===== config.mk =====
export PLATFORM = sky130hd
export DESIGN_NAME = writeback
export DESIGN_NICKNAME = d
export VERILOG_FILES = /design/src/rtl/writeback_pkg.sv /design/src/rtl/regfile32.sv /design/src/rtl/writeback.sv
export SDC_FILE = /design/constraint.sdc
export NUM_CORES = 2
export LEC_CHECK = 0
export BUFFER_PORTS_ARGS = -buffer_cell sky130_fd_sc_hd__clkbuf_2
export CAP_MARGIN = 10
export CORE_UTILIZATION = 50
export CTS_BUF_LIST = sky130_fd_sc_hd__clkbuf_8
export DETAILED_ROUTE_END_ITERATION = 6
export HOLD_SLACK_MARGIN = 0.1
export PLACE_DENSITY = 0.74
export RECOVER_POWER = 25
export SETUP_SLACK_MARGIN = 0.15
export SLEW_MARGIN = 20
export SYNTH_ARGS = -nofsm -noshare
export SYNTH_HDL_FRONTEND = slang
export SYNTH_HIERARCHICAL = 1
export SYNTH_SLANG_ARGS = --single-unit

===== constraint.sdc =====
create_clock -name clk -period 8.3 [get_ports clk]
set_input_delay 0.415 -clock clk [delete_from_list [all_inputs] [get_ports clk]]
set_output_delay 0.415 -clock clk [all_outputs]
set_load 0.01 [all_outputs]

===== src/rtl/writeback_pkg.sv =====
// Shared encodings and helpers for the writeback stage and its register files.
package writeback_pkg;

  localparam logic [1:0] RW_NONE = 2'b00;
  localparam logic [1:0] RW_GPR  = 2'b01;
  localparam logic [1:0] RW_FPR  = 2'b10;

  typedef struct packed {
    logic [31:0] d;
    logic [1:0]  rw;
    logic [4:0]  rd;
  } ew_t;

  // A read port sees the pending commit when it addresses the same file and index.
  // GPR[0] is never forwarded since it is hardwired to zero.
  function automatic logic bypass_hit(input logic fresh, input ew_t ew, input logic [5:0] addr);
    logic file_match;
    file_match = addr[5] ? (ew.rw == RW_FPR) : (ew.rw == RW_GPR && ew.rd != 5'd0);
    return fresh && file_match && (addr[4:0] == ew.rd);
  endfunction

endpackage


===== src/rtl/regfile32.sv =====
// 32x32 register file: two combinational read ports, one synchronous write port,
// optional hardwired-zero entry 0 and one entry with a non-zero reset value.
module regfile32
  import writeback_pkg::*;
#(
  parameter bit          ZERO_R0  = 1'b0,
  parameter int          INIT_IDX = 0,
  parameter logic [31:0] INIT_VAL = 32'h0
) (
  input  logic        clk,
  input  logic        rstn,
  input  logic        we,
  input  logic [4:0]  waddr,
  input  logic [31:0] wdata,
  input  logic [4:0]  raddr_a,
  input  logic [4:0]  raddr_b,
  output logic [31:0] rdata_a,
  output logic [31:0] rdata_b
);

  logic [31:0] mem [32];

  always_ff @(posedge clk) begin
    if (!rstn) begin
      for (int i = 0; i < 32; i++) begin
        mem[i] <= (i == INIT_IDX) ? INIT_VAL : 32'h0;
      end
    end else if (we && !(ZERO_R0 && waddr == 5'd0)) begin
      mem[waddr] <= wdata;
    end
  end

  assign rdata_a = (ZERO_R0 && raddr_a == 5'd0) ? 32'h0 : mem[raddr_a];
  assign rdata_b = (ZERO_R0 && raddr_b == 5'd0) ? 32'h0 : mem[raddr_b];

endmodule


===== src/rtl/writeback.sv =====
// Final pipeline stage: E/W register, deferred commit to GPR/FPR, bypassed
// operand reads for decode and a retired-instruction counter.
module writeback
  import writeback_pkg::*;
#(
  parameter int          SP_REG  = 29,
  parameter logic [31:0] SP_INIT = 32'h0001_0000
) (
  input  logic        clk,
  input  logic        rstn,
  input  logic [31:0] ex_d,
  input  logic [1:0]  ex_rw,
  input  logic [4:0]  ex_rd,
  input  logic        ex_valid,
  input  logic        stall,
  output logic [31:0] ew_d,
  output logic [1:0]  ew_rw,
  output logic [4:0]  ew_rd,
  input  logic [5:0]  rs_addr,
  input  logic [5:0]  rt_addr,
  output logic [31:0] rs_data,
  output logic [31:0] rt_data,
  output logic [31:0] retired
);

  ew_t         ew_reg;
  logic        ew_fresh_reg;
  logic [31:0] retired_reg;
  logic        capture;

  assign capture = ex_valid && !stall;

  // ew_fresh marks a capture whose commit happens on the next edge; holding
  // ew_* through stalls keeps forwarding valid without committing twice.
  always_ff @(posedge clk) begin
    if (!rstn) begin
      ew_reg       <= '0;
      ew_fresh_reg <= 1'b0;
      retired_reg  <= 32'h0;
    end else begin
      ew_fresh_reg <= capture;
      if (capture) begin
        ew_reg      <= '{d: ex_d, rw: ex_rw, rd: ex_rd};
        retired_reg <= retired_reg + 32'd1;
      end
    end
  end

  assign ew_d    = ew_reg.d;
  assign ew_rw   = ew_reg.rw;
  assign ew_rd   = ew_reg.rd;
  assign retired = retired_reg;

  logic        gpr_we, fpr_we;
  logic [31:0] gpr_rs, gpr_rt, fpr_rs, fpr_rt;

  assign gpr_we = ew_fresh_reg && (ew_reg.rw == RW_GPR);
  assign fpr_we = ew_fresh_reg && (ew_reg.rw == RW_FPR);

  regfile32 #(.ZERO_R0(1'b1), .INIT_IDX(SP_REG), .INIT_VAL(SP_INIT)) u_gpr (
    .clk(clk), .rstn(rstn), .we(gpr_we), .waddr(ew_reg.rd), .wdata(ew_reg.d),
    .raddr_a(rs_addr[4:0]), .raddr_b(rt_addr[4:0]), .rdata_a(gpr_rs), .rdata_b(gpr_rt)
  );

  regfile32 #(.ZERO_R0(1'b0), .INIT_IDX(0), .INIT_VAL(32'h0)) u_fpr (
    .clk(clk), .rstn(rstn), .we(fpr_we), .waddr(ew_reg.rd), .wdata(ew_reg.d),
    .raddr_a(rs_addr[4:0]), .raddr_b(rt_addr[4:0]), .rdata_a(fpr_rs), .rdata_b(fpr_rt)
  );

  assign rs_data = bypass_hit(ew_fresh_reg, ew_reg, rs_addr) ? ew_reg.d
                 : (rs_addr[5] ? fpr_rs : gpr_rs);
  assign rt_data = bypass_hit(ew_fresh_reg, ew_reg, rt_addr) ? ew_reg.d
                 : (rt_addr[5] ? fpr_rt : gpr_rt);

endmodule


# After elaboration in Yosys (flattened, before gate mapping)
# Memory sizes are Yosys's and may differ from the RTL's.
# Cells that the tools add are included.
[word_totals] mem_bits_rw=2048 out_inout_bits=135 in_bits=55 register_bits=72 n_memories=2 elab_cells=50
[op_classes] n_reduce_logical=17 eq_ne=4 add_sub_neg=1 n_mux=21
[mem_list] memory="u_fpr.mem" words=32 word_bits=32 read_ports=2 rd_clocked_by_memory_dff=0 write_ports=32 line_no="regfile32.sv:21" rtl="logic [31:0] mem [32];"
[mem_list] memory="u_gpr.mem" words=32 word_bits=32 read_ports=2 rd_clocked_by_memory_dff=0 write_ports=32 line_no="regfile32.sv:21"
[op_table] cell="$mux W32" count=8
[op_table] cell="$reduce_or A32 Y1" count=2
[op_table] cell="$add A32 B1 Y32 const B" count=1
[op_table] cell="$logic_not A5 Y1" count=3
[op_table] cell="$mux W1" count=11
[op_table] cell="$eq A5 B5 Y1" count=2
[op_table] cell="$mux W5" count=2
[op_table] cell="$logic_and A1 B1 Y1" count=9
[op_table] cell="$reduce_bool A5 Y1" count=1
[op_table] cell="$eq A2 B1 Y1 const B" count=1
[op_table] cell="$eq A2 B2 Y1 const B" count=1
[op_table] cell="$logic_not A1 Y1" count=2

# Logic depth before layout (Yosys ltp)
[logic_depth] word_depth=8 mapped_depth=11 depth_no_buf=7

# Cells and area by module
# The synthesis kept the hierarchy.
[modules_own_cells] module="regfile32 (u_fpr)" cells_per_inst=4646 seq_area_each_um2=30749.5 area_per_inst_um2=55754.7 instances=1
[modules_own_cells] module="regfile32 (u_gpr)" cells_per_inst=3507 seq_area_each_um2=30749.5 area_per_inst_um2=54165.7 instances=1
[modules_own_cells] module="writeback" cells_per_inst=577 seq_area_each_um2=1441.4 area_per_inst_um2=4306.6 instances=1

# Least setup slack after synthesis
# OpenSTA, ideal clock, no wires.
[synth_timing] path_kind="register -> register" from="register ew_reg (netlist bit ew_rw[0])" to="memory u_gpr.mem[28][0], enable pin" path_stages_with_launch=7 t_required_ns=7.834 slack_ns=4.153 setup_ns=0.466 arrival_time_ns=3.681 period_less_slack_ns=4.147 path_cell_list="dfxtp_1 nor2b_1 and2_1 nand2_1 or3_1 clkbuf_1 o21ai_0"
[synth_rtl] item="start: declaration" line_no="writeback.sv:26" rtl="ew_t ew_reg;"
[synth_rtl] item="start signal: assignment" line_no="writeback.sv:43" rtl="ew_reg <= '{d: ex_d, rw: ex_rw, rd: ex_rd};"
[synth_rtl] item="end: declaration" line_no="regfile32.sv:21"

==> reports/results.txt <==
Max Freq: 0.145 GHz
Setup TNS: 0 ns
CTS Root Buffer Type: clkbuf_8
Sink Count: 2,120
Final min period: 6.91 ns
CP Launch Point: rstn
largest net degree at the start of global routing: 124
MaxCap Viol Count: 40
Ports: 190
fin cells: 12,202
1st-iter DRT viols: 12,657
number of CTS-inserted buffers: 373
register area share after synthesis: 55.1%
Post-DP Area: 0.119 mm^2
CTS HTree Levels: 5
Max VDD drop: 203 uV
run status: finished with violations
Initial Util: 50.3%
CTS clock-pin slew for the worst setup and hold paths: 0.06 ns
Layout Skew: 0.135 ns
Synth Instances: 8,730
worst hold start: ex_valid
Pwr Total: 24.2 mW
Yosys cell types: 62
hold buffer count at cts: 156
Synth async-reset ratio: 0%
number of detailed-route iterations in the first pass: 7
DRT antenna net count: 0
Slew Viols, Final: 1,097
Critical Path AT: 7.53 ns
failing checks: max-capacitance violations, max-slew violations
vias per std cell: 6.77
TritonCTS clock tree: built
RSZ-0062 raised after global routing: false
DR vias: 82,652
first-pass GRT wire length: 594 mm
row cnt: 175
Crit Path Category: in -> reg
postcts setup bufs: 0
vias in the first global route: 82,124
Syn Area/Cell: 13.1 um^2
PwrDens: 191 mW/mm^2
Synth area leader: edfxtp_1
Finished Cell Area: 0.127 mm^2
Mapped Area: 0.114 mm^2
biggest regs: u_fpr/mem x1024, u_gpr/mem x1024
yosys warns: 6
Placer Congestion: 0.942
die height: 480 um
Leak: 48.0 nW
Final Hold Viols: 0
ys flop type: edfxtp_1
Data required, critical path: 8.93 ns
residual DRC count: 0
Post-synth EDFFs: 2,048
All-Layer GR Usage: 36.5%
final count of negative-setup-slack endpoints: 0
clk_lat worst skew: 1.16 ns
final wirelength: 427 mm
top cell type's share of synthesized area: 53.8%
Placed Cells: 11,365
Overflow after GRT: 0
Final Cycle Share: 83.2%
Area growth, synth to finish: 11.0%
# resized after CTS: 0
DR WL/cell: 35.0 um
layout filler cell count: 18,070
worst-case clock buffer depth: 4
fin nets: 8,949
Yosys reg bits: 2,120
Final Core Density: 55.8%
Worst slew margin: -126%
hpwl dp: 249 mm
crit-path max FO: 32
hold crit path type: in -> reg
Critical Path Sink Type: register
Port Buf Inserts: 189
Critical Path Start Type: input pin
worst slew pin tran: 3.39 ns
synth top area cells: edfxtp_1 54%, and2_1 11%, mux2i_1 11%
initial antenna violation count: 44
RR Startpoint: ew_rw[1]
die area: 0.230 mm^2
fraction of layout cells with a size suffix above 1: 16.7%
core area: 0.227 mm^2
DIE WIDTH: 480 um
==> logic make-up (layout without fill, tap and decap cells) <==
group	Yosys count	in the layout	share of synthesized area [%]
other	1	66	0.00328
AND/OR/NAND/NOR	2920	2920	14.7
flip-flops	2120	2120	55.1
AO/OA/AOI/OAI	1019	1019	6.00
adder cells (fa/ha/maj)	1	1	0.0110
buffers and inverters	895	1293	3.45
multiplexers	1740	1740	20.5
XOR/XNOR	34	34	0.261
==> through the flow <==
stage	setup slack (ns)	hold WS, ns
after floorplan	4.15	0.496
after global placement	2.84	0.485
after detailed placement	3.00	0.499
after CTS	2.99	0.287
after global routing	1.35	0.468
final	1.39	0.447
==> power by group <==
| part | switching [mW] | internal, mW | total [mW] | leakage, nW |
|---|---|---|---|---|
| clock | 4.43 | 4.46 | 8.89 | 3.76 |
| combinational | 2.03 | 1.00 | 3.03 | 22.4 |
| sequential | 0.257 | 12.1 | 12.3 | 21.8 |
| total | 6.71 | 17.5 | 24.2 | 48.0 |
==> layer usage <==
layer	up-vias	share of wire, %	GRT usage (%)
met2	7116	43	53.8
met1	40619	32	42.5
met5	-	0.024	0
met4	16	11	33.6
met3	1948	13	11.3
li1	32953	-	-
==> layout by cell type, fill, tap and decap left out, drive strengths merged, types with 57 or more instances in the layout <==
master          n
a2111oi        57
a21oi         250
a22o          179
a22oi         208
a31oi          64
and2         2026
buf           273
clkbuf        588
clkinv        126
dfxtp          72
dlygate4sd3   156
edfxtp       2048
inv           133
mux2i        1238
mux4          472
nand2         358
nand3         207
nor2          102
nor3          122
o21ai         138
o22ai         103
==> final timing paths <==
path                            slack, ns                to  cells past startpoint
worst max register to register       3.00  u_fpr/mem[26][3]                      6
worst min-delay path                 0.45        retired[2]                      5
worst max-delay path                 1.39   u_fpr/mem[3][7]                      7
worst min register to register       0.51       retired[29]                      2
==> critical path, stage by stage <==
cell and delay, ns:
dlygate4sd3_1 0.53, clkbuf_1 1.56, clkbuf_1 2.06, nand4_1 0.22
buf_4 0.37, o21ai_0 0.24, clkbuf_1 2.01
==> synth_stat cells (14+ instances only) <==
library cell	instances
edfxtp_1	2048
and2_1	2026
mux2i_1	1238
clkbuf_1	584
mux4_2	472
nand2_1	358
a21oi_1	250
a22oi_1	208
nand3_1	207
buf_2	181
a22o_1	179
o21ai_0	129
nor3_1	121
o22ai_1	103
nor2_1	99
dfxtp_1	72
a31oi_1	64
buf_4	48
buf_1	33
a2111oi_0	31
mux2_2	30
a2111oi_1	24
xnor2_1	22
nor2b_1	21
buf_6	20
clkbuf_2	16
or3_1	14
==> area by class of cell <==
type / count / area (um^2) / share of cell area (%)
timing repair buffer: 639 / 4930 / 3.88
clock buffer: 378 / 5200 / 4.10
antenna: 34 / 85.1 / 0.0671
inverter: 13 / 48.8 / 0.0385
multi-input combinational: 5746 / 48500 / 38.2
clock inverter: 263 / 1310 / 1.03
sequential: 2120 / 63000 / 49.7
tap: 3009 / 3760 / 2.97
(Power assumes the default switching activity.)
